===== config.mk =====
export PLATFORM = sky130hd
export DESIGN_NAME = forwarding_hazard_unit
export DESIGN_NICKNAME = d
export VERILOG_FILES = /design/src/rtl/fwd_pkg.sv /design/src/rtl/fwd_slot_pipe.sv /design/src/rtl/forwarding_hazard_unit.sv
export SDC_FILE = /design/constraint.sdc
export NUM_CORES = 1
export LEC_CHECK = 0
export ABC_AREA = 1
export BUFFER_PORTS_ARGS = -buffer_cell sky130_fd_sc_hd__buf_2
export CORE_MARGIN = 4
export CORE_UTILIZATION = 55
export CTS_CLUSTER_SIZE = 25
export DETAILED_ROUTE_END_ITERATION = 16
export PLACE_DENSITY = 0.79
export SETUP_SLACK_MARGIN = 0.2
export SKIP_LAST_GASP = 1
export SYNTH_ARGS = -nofsm -noshare
export SYNTH_HDL_FRONTEND = slang
export SYNTH_SLANG_ARGS = --single-unit

===== constraint.sdc =====
create_clock -name clk -period 6.4 [get_ports clk]
set_clock_uncertainty 0.15 [all_clocks]
set_input_delay 1.28 -clock clk [delete_from_list [all_inputs] [get_ports clk]]
set_output_delay 1.28 -clock clk [all_outputs]
set_load 0.01 [all_outputs]

===== src/rtl/fwd_pkg.sv =====
// Shared types and constants for the forwarding/hazard unit: slot record,
// select-width helper and default parameter values.
package fwd_pkg;
  localparam int DEF_NUM_SRC    = 2;
  localparam int DEF_FWD_STAGES = 2;
  localparam int DEF_REG_AW     = 5;
  localparam int DEF_CNT_W      = 16;

  // Slot rd field is sized for the widest supported register address.
  localparam int MAX_REG_AW     = 8;

  typedef struct packed {
    logic                  valid;
    logic [MAX_REG_AW-1:0] rd;
    logic                  we;
    logic                  is_load;
  } slot_t;

  function automatic int sel_w(input int stages);
    return $clog2(stages + 1);
  endfunction
endpackage


===== src/rtl/fwd_slot_pipe.sv =====
// Producer slot shift register: index 0 is slot 1 (youngest in flight).
// Flush kills the incoming entry and the one moving into slot 2.
module fwd_slot_pipe
  import fwd_pkg::*;
#(
  parameter int FWD_STAGES = DEF_FWD_STAGES
) (
  input  logic                   clk,
  input  logic                   rst_n,
  input  logic                   i_flush,
  input  slot_t                  i_slot,
  output slot_t [FWD_STAGES-1:0] o_slots
);

  slot_t [FWD_STAGES-1:0] r_slots;

  always_ff @(posedge clk or negedge rst_n) begin
    if (!rst_n) begin
      r_slots <= '0;
    end else begin
      r_slots[0] <= i_flush ? '0 : i_slot;
      for (int k = 1; k < FWD_STAGES; k++) begin
        r_slots[k] <= (k == 1 && i_flush) ? '0 : r_slots[k-1];
      end
    end
  end

  assign o_slots = r_slots;

endmodule


===== src/rtl/forwarding_hazard_unit.sv =====
// Decode-stage forwarding select, load-use and long-op scoreboard stall
// generation, plus a saturating stall-cycle counter.
module forwarding_hazard_unit
  import fwd_pkg::*;
#(
  parameter  int NUM_SRC    = DEF_NUM_SRC,
  parameter  int FWD_STAGES = DEF_FWD_STAGES,
  parameter  int REG_AW     = DEF_REG_AW,
  parameter  int CNT_W      = DEF_CNT_W,
  localparam int SEL_W      = sel_w(FWD_STAGES)
) (
  input  logic                      clk,
  input  logic                      rst_n,
  input  logic                      id_valid,
  input  logic [NUM_SRC*REG_AW-1:0] id_rs,
  input  logic [NUM_SRC-1:0]        id_rs_used,
  input  logic [REG_AW-1:0]         id_rd,
  input  logic                      id_we,
  input  logic                      id_is_load,
  input  logic                      id_is_long,
  input  logic                      long_done,
  input  logic [REG_AW-1:0]         long_done_rd,
  input  logic                      flush,
  output logic [NUM_SRC*SEL_W-1:0]  fwd_sel,
  output logic                      stall,
  output logic [CNT_W-1:0]          stall_cnt
);

  slot_t [FWD_STAGES-1:0] w_slots;
  slot_t                  w_slot_in;
  logic [REG_AW-1:0]      w_rs [NUM_SRC];
  logic [NUM_SRC-1:0]     w_src_live;
  logic [2**REG_AW-1:0]   r_busy;
  logic [2**REG_AW-1:0]   w_busy_nxt;
  logic [CNT_W-1:0]       r_stall_cnt;
  logic                   w_load_use;
  logic                   w_busy_hit;
  logic                   w_issue;
  logic                   w_unused_load;

  for (genvar i = 0; i < NUM_SRC; i++) begin : g_src
    assign w_rs[i]       = id_rs[i*REG_AW +: REG_AW];
    assign w_src_live[i] = id_rs_used[i] && (w_rs[i] != '0);
  end

  // Oldest-to-youngest scan so the youngest matching slot overwrites the select.
  always_comb begin
    fwd_sel    = '0;
    w_load_use = 1'b0;
    w_busy_hit = 1'b0;
    for (int i = 0; i < NUM_SRC; i++) begin
      if (w_src_live[i]) begin
        for (int k = FWD_STAGES - 1; k >= 0; k--) begin
          if (w_slots[k].valid && w_slots[k].we &&
              w_slots[k].rd == MAX_REG_AW'(w_rs[i])) begin
            fwd_sel[i*SEL_W +: SEL_W] = SEL_W'(k + 1);
          end
        end
        if (w_slots[0].valid && w_slots[0].we && w_slots[0].is_load &&
            w_slots[0].rd == MAX_REG_AW'(w_rs[i])) begin
          w_load_use = 1'b1;
        end
        if (r_busy[w_rs[i]]) begin
          w_busy_hit = 1'b1;
        end
      end
    end
    if (id_we && id_rd != '0 && r_busy[id_rd]) begin
      w_busy_hit = 1'b1;
    end
  end

  always_comb begin
    w_unused_load = 1'b0;
    for (int k = 1; k < FWD_STAGES; k++) begin
      w_unused_load = w_unused_load ^ w_slots[k].is_load;
    end
  end

  assign stall   = id_valid && !flush && (w_load_use || w_busy_hit);
  assign w_issue = id_valid && !stall && !flush;

  // Long ops enter the pipe as non-writers; their result is tracked by r_busy.
  always_comb begin
    w_slot_in         = '0;
    w_slot_in.valid   = w_issue;
    w_slot_in.rd      = w_issue ? MAX_REG_AW'(id_rd) : '0;
    w_slot_in.we      = w_issue && id_we && !id_is_long;
    w_slot_in.is_load = w_issue && id_is_load;
  end

  fwd_slot_pipe #(
    .FWD_STAGES (FWD_STAGES)
  ) u_slot_pipe (
    .clk     (clk),
    .rst_n   (rst_n),
    .i_flush (flush),
    .i_slot  (w_slot_in),
    .o_slots (w_slots)
  );

  always_comb begin
    w_busy_nxt = r_busy;
    if (long_done) begin
      w_busy_nxt[long_done_rd] = 1'b0;
    end
    if (w_issue && id_is_long && id_we && id_rd != '0) begin
      w_busy_nxt[id_rd] = 1'b1;
    end
  end

  always_ff @(posedge clk or negedge rst_n) begin
    if (!rst_n) begin
      r_busy      <= '0;
      r_stall_cnt <= '0;
    end else begin
      r_busy <= w_busy_nxt;
      if (stall && r_stall_cnt != '1) begin
        r_stall_cnt <= r_stall_cnt + 1'b1;
      end
    end
  end

  assign stall_cnt = r_stall_cnt;

endmodule


==> impl_metrics.env, run 1 <==
export IMPL_status="finished, final reports clean"
export IMPL_drive_gt1_frac=0.113
export IMPL_syn_to_final_growth_pct=11.0
export IMPL_vdd_ir_drop_max_v=0.000175
export IMPL_fill_cells=725
export IMPL_ios=51
export IMPL_cts_buffers=9
export IMPL_internal_power_mw=0.754
export IMPL_yosysTopAreaCellShare=0.348
export IMPL_synth_edf_count=0
export IMPL_wl_per_cell_um=15.9
export IMPL_critPathRequiredTime_ns=4.97
export IMPL_initial_utilization=0.577
export IMPL_syn_area_per_cell_sq_um=6.49
export IMPL_sequentialPowerShare=0.422
export IMPL_cts_resized=0
export IMPL_yosysSeqAreaShare=0.348
export IMPL_grt_start_max_net_pins=64
export IMPL_die_w_um=98.7
export IMPL_root_buffer="clkbuf_8"
export IMPL_critPathLaunchType="input port"
export IMPL_die_height_um=98.7
export IMPL_post_synth_top_area_cell="dfrtp_1"
export IMPL_p_sw_mw=0.341
export IMPL_max_slew_worst_pin_slew_ns=1.14
export IMPL_totalWireLength_mm=13.3
export IMPL_yosysWarnings=0
export IMPL_cts_hold_buf=0
export IMPL_p_leak_nw=2.66
export IMPL_synth_cell_types=30
export IMPL_gp_congestion=0.979
export IMPL_routed_via_density=5.73
export IMPL_cp_max_fo=33
export IMPL_postSynthCellCount=697
export IMPL_synthFlopType="dfrtp_1"
export IMPL_first_pass_iters=6
export IMPL_hpwlAfterDp_mm=9.72
export IMPL_antenna_found_initial=0
export IMPL_clk_pin_slew_ns=0.08
export IMPL_clock_fmax_mhz=205
export IMPL_numPortBuffers=50
export IMPL_cap_violations=0
export IMPL_synth_area_top_cells="dfrtp_1, nand2_1, nand4_1"
export IMPL_antenna_diode_count=0
export IMPL_cts_tree="done"
export IMPL_rows=32
export IMPL_setup_viol=0
export IMPL_drv_slew=0
export IMPL_arrival_ns=3.45
export IMPL_die_area_sq_um=9740
export IMPL_synthTopCellsByCount="nand2_1, nor2_1, dfrtp_1"
export IMPL_p_total_mw=1.09
export IMPL_grt_overflow_total=0
export IMPL_async_flop_share=1.00
export IMPL_ant_nets=0
export IMPL_endpoint_kind="output pin"
export IMPL_holdCritPathClass="reg2reg"
export IMPL_finalCritPeriodShare=0.763
export IMPL_comb_power_share=0.173
export IMPL_fin_setup_tns_ns=0
export IMPL_num_nets_final=762
export IMPL_grt_pass1_vias=4427
export IMPL_finalHoldViolCount=0
export IMPL_clockBufferDepth=2
export IMPL_p_sw_frac=0.311
export IMPL_synth_area_sq_um=4520
export IMPL_drt_initial_drc_count=581
export IMPL_synth_most_common_cell="nand2_1"
export IMPL_clockPowerShare=0.405
export IMPL_cts_sinks=63
export IMPL_post_cts_buffers=0
export IMPL_grt_use_total=0.280
export IMPL_vias=4802
export IMPL_coreArea_sq_um=7850
export IMPL_clk_latency_ns=0.35
export IMPL_rsz0062_at_grt="no"
export IMPL_crit_type="in2out"
export IMPL_htreeDepth=3
export IMPL_power_per_cell_area_nw_per_um2=218
export IMPL_grt_pass1_wl_mm=22.0
export IMPL_maxSlewHeadroom=0.241
export IMPL_fin_crit_ns=4.88
export IMPL_syn_nets=728
export IMPL_ys_seq_elements=63
export IMPL_drc=0
export IMPL_utilization=0.640
## stage by stage
| stage | cells | hold WS [ns] | area (sq um) | worst slack [ns] |
|---|---|---|---|---|
| 4_1_cts | 838 | 0.343 | 5020 | 1.55 |
| 5_1_grt | 838 | 0.357 | 5020 | 1.26 |
| 3_3_place_gp | 822 | 0.317 | 4770 | 1.63 |
| 6_report | 838 | 0.339 | 5020 | 1.52 |
| 3_5_place_dp | 822 | 0.330 | 4770 | 1.56 |
| 2_1_floorplan | 697 | 0.308 | 4520 | 2.36 |
## sequential cells by signal (all words and copies together) (netlist names)
register	cells
stall_cnt	16
u_slot_pipe.o_slots	15
r_busy	32
## routing by layer
metal,vias to the layer above,global-route usage,wire (um)
li1,2347,-,-
met1,2205,0.413,5870
met2,229,0.437,6050
met3,21,0.0502,1180
met4,0,0.0536,189
met5,-,0,0
## power by group through the flow
| stage | logic (mW) | clock network [mW] | registers (mW) |
|---|---|---|---|
| 2_1_floorplan | 0.126 | 0 | 0.460 |
| 3_3_place_gp | 0.183 | 0 | 0.467 |
| 3_5_place_dp | 0.187 | 0 | 0.467 |
| 4_1_cts | 0.188 | 0.447 | 0.460 |
| 5_1_grt | 0.214 | 0.466 | 0.465 |
| 6_report | 0.190 | 0.443 | 0.462 |
## final timing paths
check / startpoint / depth (start not counted) / endpoint / slack [ns]
max: id_rd[0] / 15 / stall / 1.52
min: u_slot_pipe.o_slots[10] / 2 / u_slot_pipe.o_slots[21] / 0.34
max reg2reg: r_busy[17] / 11 / u_slot_pipe.o_slots[1] / 3.88
min reg2reg: u_slot_pipe.o_slots[10] / 2 / u_slot_pipe.o_slots[21] / 0.34
max in group asynchronous: rst_n / 2 / u_slot_pipe.o_slots[13] / 4.61
min in group asynchronous: rst_n / 2 / r_busy[26] / 0.96
## worst max-delay path: stages
cell	delay, ns
buf_2	0.33
inv_2	0.23
nand2_1	0.10
nand2_1	0.05
nand2_1	0.05
nand2_1	0.06
nand2_1	0.06
nand2_1	0.06
nor2_1	0.10
nand2_1	0.07
nand2_1	0.07
nand3_1	0.12
nor2_4	0.59
nor3_1	0.09
buf_2	0.17
## layout make-up
| type | instances | area, sq um | area share |
|---|---|---|---|
| inverters | 60 | 225 | 0.0449 |
| well taps | 102 | 128 | 0.0254 |
| multi-input cells | 545 | 2570 | 0.513 |
| repair buffers | 52 | 265 | 0.0528 |
| flip-flops and latches | 63 | 1580 | 0.314 |
| clock buffers | 10 | 138 | 0.0274 |
| clock inverters | 6 | 115 | 0.0229 |
## layout by cell type, fill, tap and decap left out, types with 2 or more instances in the layout
cell       count
nor2_2         2
nand3_4        2
inv_2          6
nand3b_1       4
xor2_1        18
nand2_1      254
dfrtp_1       63
nand3_1       51
o211ai_1       4
nor2_1        71
clkbuf_8      10
inv_1         53
nor2_4         2
bufinv_16      3
nor4_1         2
nor3_1        15
a21oi_1       14
xnor2_1        8
o21ai_0       40
buf_4          2
buf_2         50
nand4_1       52
## cell families after synthesis
logic type,share of synthesized area
buffers and inverters,0.0843
AND/OR/NAND/NOR,0.444
adder cells (fa/ha/maj),0.00277
AO/OA/AOI/OAI,0.0700
flip-flops,0.348
XOR/XNOR,0.0503
Note: power is estimated with default switching activity, not from simulation.
==> run 2, diff against run 1 <==
Settings changed: ABC_AREA 1 to 0, PLACE_DENSITY 0.79 to 0.8.
Clock period 6.4 ns to 4.7 ns, I/O delays scaled along.
==> run 2 against run 1 <==
Against the previous run:
- first-iteration DRC count fell by 24%
- power rose by 26%
- clock-buffer cell count did not move
- critical endpoint unchanged
- highest routed layer unchanged
==> impl_metrics.env, run 2 <==
export IMPL_power_per_cell_area_nw_per_um2=317
export IMPL_routed_via_density=6.65
export IMPL_htreeDepth=3
export IMPL_antenna_diode_count=0
export IMPL_rrSetupSlack_ns=1.57
export IMPL_antenna_found_initial=0
export IMPL_finalCritPeriodShare=0.910
export IMPL_synth_area_sq_um=3820
export IMPL_fin_setup_tns_ns=0
export IMPL_syn_area_per_cell_sq_um=10.1
export IMPL_syn_to_final_growth_pct=13.5
export IMPL_drt_initial_drc_count=444
export IMPL_hold_depth=1
export IMPL_finalHoldViolCount=0
export IMPL_clock_fmax_mhz=234
export IMPL_cts_sinks=63
export IMPL_grt_start_max_net_pins=33
export IMPL_place_ws_ns=0.489
export IMPL_vdd_ir_drop_max_v=0.000307
export IMPL_setup_viol=0
export IMPL_async_flop_share=1.00
export IMPL_die_area_sq_um=8350
export IMPL_cts_hold_buf=0
export IMPL_totalWireLength_mm=10.5
export IMPL_slowest_stage="or4_1"
export IMPL_root_buffer="clkbuf_8"
export IMPL_holdCritPathClass="reg2reg"
export IMPL_die_w_um=91.4
export IMPL_finalWorstSetupSlack_ns=0.424
export IMPL_grt_pass1_wl_mm=17.1
export IMPL_final_common_cell="dfrtp_1"
export IMPL_cp_max_fo=13
export IMPL_path_delay_family="simple AND/OR/NAND/NOR gates"
export IMPL_rsz0062_at_grt="no"
export IMPL_drc=0
export IMPL_maxSlewHeadroom=0.528
export IMPL_postSynthCellCount=380
export IMPL_crit_buf_inv=2
export IMPL_seqCellArea_sq_um=1580
export IMPL_ys_seq_elements=63
export IMPL_fill_cells=551
export IMPL_clk_pin_slew_ns=0.07
export IMPL_gp_congestion=0.971
export IMPL_critPathMaxStageDelay_ns=0.53
export IMPL_largest_reg_flops=32
export IMPL_yosysWarnings=0
export IMPL_grt_pass1_vias=3376
export IMPL_p_leak_nw=1.88
export IMPL_clockBufferDepth=2
export IMPL_initial_utilization=0.566
export IMPL_cts_buffers=9
export IMPL_die_height_um=91.4
export IMPL_drive_gt1_frac=0.220
export IMPL_cts_resized=0
export IMPL_synthFlopType="dfrtp_1"
export IMPL_multiInputGateArea_sq_um=2140
export IMPL_hpwlAfterDp_mm=7.54
export IMPL_yosysTopAreaCellShare=0.412
export IMPL_crit_type="in2out"
export IMPL_post_cts_buffers=0
export IMPL_r2r_cells=8
export IMPL_grt_overflow_total=0
export IMPL_drv_slew=0
export IMPL_vias=3378
export IMPL_max_slew_worst_pin_slew_ns=0.707
export IMPL_arrival_ns=3.19
export IMPL_max_flop_register="r_busy"
export IMPL_syn_nets=411
export IMPL_critPathRequiredTime_ns=3.61
export IMPL_first_pass_iters=5
export IMPL_cap_violations=0
export IMPL_rows=30
export IMPL_fin_crit_ns=4.28
export IMPL_synth_cell_types=44
export IMPL_synth_most_common_cell="dfrtp_1"
export IMPL_post_synth_top_area_cell="dfrtp_1"
export IMPL_r2r_end="r_busy[25]"
export IMPL_synth_edf_count=0
export IMPL_grt_use_total=0.261
export IMPL_worstSetupPathDepth=8
export IMPL_crit_chain="buf_2, or4_1, o21ai_0, nor4_1, o21ai_0, nor4b_1, a21boi_1, buf_2"
export IMPL_wl_per_cell_um=20.6
export IMPL_endpoint_kind="output pin"
export IMPL_ant_nets=0
export IMPL_clk_latency_ns=0.34
export IMPL_critPathLaunchType="input port"
export IMPL_coreArea_sq_um=6760
export IMPL_r2r_start="r_busy[1]"
export IMPL_status="finished, final reports clean"
export IMPL_yosysSeqAreaShare=0.412
export IMPL_numPortBuffers=50
export IMPL_num_nets_final=454
export IMPL_synthTopCellsByCount="dfrtp_1, o21ai_0, nand3_1"
export IMPL_hold_path_endpoint="stall_cnt[11]"
export IMPL_cts_tree="done"
export IMPL_min_delay_start="stall_cnt[11]"
export IMPL_synth_area_top_cells="dfrtp_1, mux4_2, o21ai_0"
export IMPL_final_cell_mix="dfrtp_1, buf_2, o21ai_0"
export IMPL_ios=51
## run 2: cell types whose count changed after synthesis, sizes merged, moves of 17 or more
cell and delta:
nand2 -241, nor2 -68, inv -54, nand4 -43, nand3 -28, mux2i +20, o31ai +17
## run 2: cells by family after synthesis
group                      count (synthesis)  synth area share
and+or+nand+nor                          134             0.206
AOI/OAI and AO/OA                         84             0.133
DFF                                       63             0.412
muxes                                     38             0.141
xor gates and xnor gates                  34            0.0779
buffers and inverters                     26            0.0272
adders and majority gates                  1           0.00327
## run 2: per-stage QoR
step / instance area [sq um] / hold slack, ns / cells / total power [mW] / utilization
floorplan: 3820 / 0.307 / 380 / 0.752 / -
global placement: 4110 / 0.332 / 492 / 0.832 / 0.609
detailed placement: 4110 / 0.331 / 492 / 0.841 / 0.609
CTS: 4340 / 0.345 / 508 / 1.38 / 0.643
global route: 4340 / 0.376 / 508 / 1.43 / 0.643
finish: 4340 / 0.347 / 508 / 1.37 / 0.643
## run 2: worst max path at each step
| stage | endpoint | start | slack, ns |
|---|---|---|---|
| floorplan | stall | id_rs[7] | 0.59 |
| global placement | stall | id_rs[0] | 0.56 |
| detailed placement | stall | id_rs[0] | 0.49 |
| CTS | stall | id_rs[0] | 0.48 |
| global route | stall | id_rs[0] | 0.21 |
| finish | stall | id_rs[0] | 0.42 |
## run 2: power by group
group	internal, mW	total (mW)	switching, mW
Combinational	0.0925	0.212	0.120
Sequential	0.578	0.622	0.0444
Clock	0.316	0.540	0.224
Total	0.986	1.37	0.388
## run 2: worst register-to-register path, delay by kind of cell (launching register included)
family          cells  cell delay (ns)
simple gates        6             1.72
mux                 1             0.47
flops               1             0.45
compound gates      1             0.24
## run 2: area by class of cell
| class | count | share of cell area |
|---|---|---|
| clock buffer | 10 | 0.0317 |
| clock inverter | 6 | 0.0213 |
| inverter | 5 | 0.00432 |
| multi-input combinational | 291 | 0.494 |
| sequential | 63 | 0.363 |
| tap | 80 | 0.0231 |
| timing repair buffer | 53 | 0.0628 |
## run 2: per-layer routing
layer	track usage	routed length, um
met1	0.340	4150
met2	0.410	5100
met3	0.0630	864
met4	0.126	334
met5	0	0
==> run 3, diff against run 2 <==
Clock period 4.7 ns to 4.08 ns, I/O delays scaled along.
==> run 3 against run 2 <==
Against the previous run:
- combinational power rose by 17%
- critical path depth fell by 2
- register-to-register slack got worse by 0.67 ns
- power rose by 11%
- clock power rose by 4.3%
- critical endpoint unchanged
- largest cell class unchanged
- largest power group unchanged
==> impl_metrics.env, run 3 (synthesis results as in run 2) <==
export IMPL_vdd_ir_drop_max_v=0.000290
export IMPL_gr_usage_met2=0.412
export IMPL_endpoint_kind="output pin"
export IMPL_seqCellArea_sq_um=1580
export IMPL_gp_congestion=0.989
export IMPL_grt_start_max_net_pins=50
export IMPL_largest_reg_flops=32
export IMPL_clock_fmax_mhz=264
export IMPL_routed_via_density=6.62
export IMPL_syn_to_final_growth_pct=14.3
export IMPL_drv_slew=0
export IMPL_fin_area_sq_um=4370
export IMPL_ios=51
export IMPL_max_flop_register="r_busy"
export IMPL_root_buffer="clkbuf_8"
export IMPL_vias=3387
export IMPL_grt_overflow_total=0
export IMPL_finalCritPeriodShare=0.927
export IMPL_p_leak_nw=1.91
export IMPL_max_slew_worst_pin_slew_ns=1.09
export IMPL_die_height_um=91.4
export IMPL_first_pass_iters=5
export IMPL_wl_per_cell_um=20.3
export IMPL_critPathLaunchType="input port"
export IMPL_critPathRequiredTime_ns=3.11
export IMPL_die_area_sq_um=8350
export IMPL_final_cell_mix="dfrtp_1, buf_2, o21ai_0"
export IMPL_drt_initial_drc_count=436
export IMPL_drc=0
export IMPL_grtUsageMet1=0.353
export IMPL_coreArea_sq_um=6760
export IMPL_grtUsageMet3=0.0522
export IMPL_cp_max_fo=13
export IMPL_die_w_um=91.4
export IMPL_fill_cells=562
export IMPL_initial_utilization=0.566
export IMPL_totalWireLength_mm=10.4
export IMPL_setup_viol=0
export IMPL_clk_latency_ns=0.35
export IMPL_utilization=0.647
export IMPL_cts_hold_buf=0
export IMPL_grt_pass1_wl_mm=17.0
export IMPL_antenna_found_initial=0
export IMPL_p_total_mw=1.53
export IMPL_arrival_ns=2.82
export IMPL_antenna_diode_count=0
export IMPL_crit_type="in2out"
export IMPL_ant_nets=0
export IMPL_clockBufferDepth=2
export IMPL_cts_tree="done"
export IMPL_drive_gt1_frac=0.229
export IMPL_fin_crit_ns=3.78
export IMPL_fin_setup_tns_ns=0
export IMPL_cts_buffers=9
export IMPL_rsz0062_at_grt="no"
export IMPL_crit_chain="buf_4, mux4_2, mux4_2, a311oi_2, a21boi_1, buf_2"
export IMPL_multiInputGateArea_sq_um=2160
export IMPL_hpwlAfterDp_mm=7.62
export IMPL_final_common_cell="dfrtp_1"
export IMPL_cp_common_cell="mux4_2"
export IMPL_holdCritPathClass="reg2reg"
export IMPL_grt_pass1_vias=3285
export IMPL_cap_violations=0
export IMPL_status="finished, final reports clean"
export IMPL_grt_busiest_layer="met2"
export IMPL_cts_sinks=63
export IMPL_slowest_stage="mux4_2"
export IMPL_numPortBuffers=50
export IMPL_dpl_cell_area_sq_um=4130
export IMPL_htreeDepth=3
export IMPL_finalHoldViolCount=0
export IMPL_hold_slack_ns=0.347
export IMPL_grt_use_total=0.261
export IMPL_power_per_cell_area_nw_per_um2=350
export IMPL_maxSlewHeadroom=0.270
export IMPL_critPathMaxStageDelay_ns=0.53
export IMPL_rows=30
export IMPL_clk_pin_slew_ns=0.08
export IMPL_num_nets_final=458
-- run 3: cell count changes in the layout (fill, tap and decap cells not counted) --
cell        delta
buf_4          +5
clkbuf_4       +2
buf_2          -3
o21ai_0        -2
clkinv_4       +1
clkinv_2       +1
nor4b_1        -1
bufinv_16      -1
o21ai_1        +2
clkinvlp_4     -1
nor4b_4        +1
-- run 3: repair_timing --
action | in CTS | in global routing
gates resized for setup | 2 | 5
setup buffers | 0 | 1
endpoints found under the setup margin | 1 | 1
gates cloned | 0 | 0
-- run 3: through the flow --
stage / setup WS (ns) / std cells
CTS: 0.227 / 511
global placement: 0.0887 / 495
detailed placement: -0.00319 / 495
floorplan: 0.222 / 380
finish: 0.297 / 512
global route: 0.202 / 512
-- run 3: critical path, delay by kind of cell --
kind	cells	cell delay, ns
muxes	2	1.03
AOI/OAI and AO/OA	2	0.57
buffers and inverters	2	0.39
-- run 3: path summary, 6_finish.rpt --
| check | from | endpoint | slack, ns | cells past startpoint |
|---|---|---|---|---|
| max | id_rs[0] | stall | 0.30 | 6 |
| max reg2reg | r_busy[27] | r_busy[12] | 0.90 | 6 |
| min | stall_cnt[15] | stall_cnt[15] | 0.35 | 1 |
| min in group asynchronous | rst_n | r_busy[27] | 0.52 | 1 |
| max in group asynchronous | rst_n | u_slot_pipe.o_slots[1] | 2.44 | 2 |
| min reg2reg | stall_cnt[15] | stall_cnt[15] | 0.35 | 1 |
-- run 3: final cells by class --
cell class / count / area share
Clock inverter: 6 / 0.0157
Tap cell: 80 / 0.0229
Clock buffer: 10 / 0.0315
Sequential cell: 63 / 0.361
Inverter: 5 / 0.00429
Multi-Input combinational cell: 291 / 0.494
Timing Repair Buffer: 57 / 0.0710
-- run 3: per-layer routing --
metal / wire [um] / part of all wire
met4: 236 / 0.023
met1: 4110 / 0.40
met5: 0 / 0
met3: 906 / 0.087
met2: 5140 / 0.49
-- run 3: where the power goes --
part	leakage, nW	switching (mW)	internal (mW)
sequential	0.864	0.0524	0.666
clock	0.103	0.261	0.302
combinational	0.938	0.137	0.111
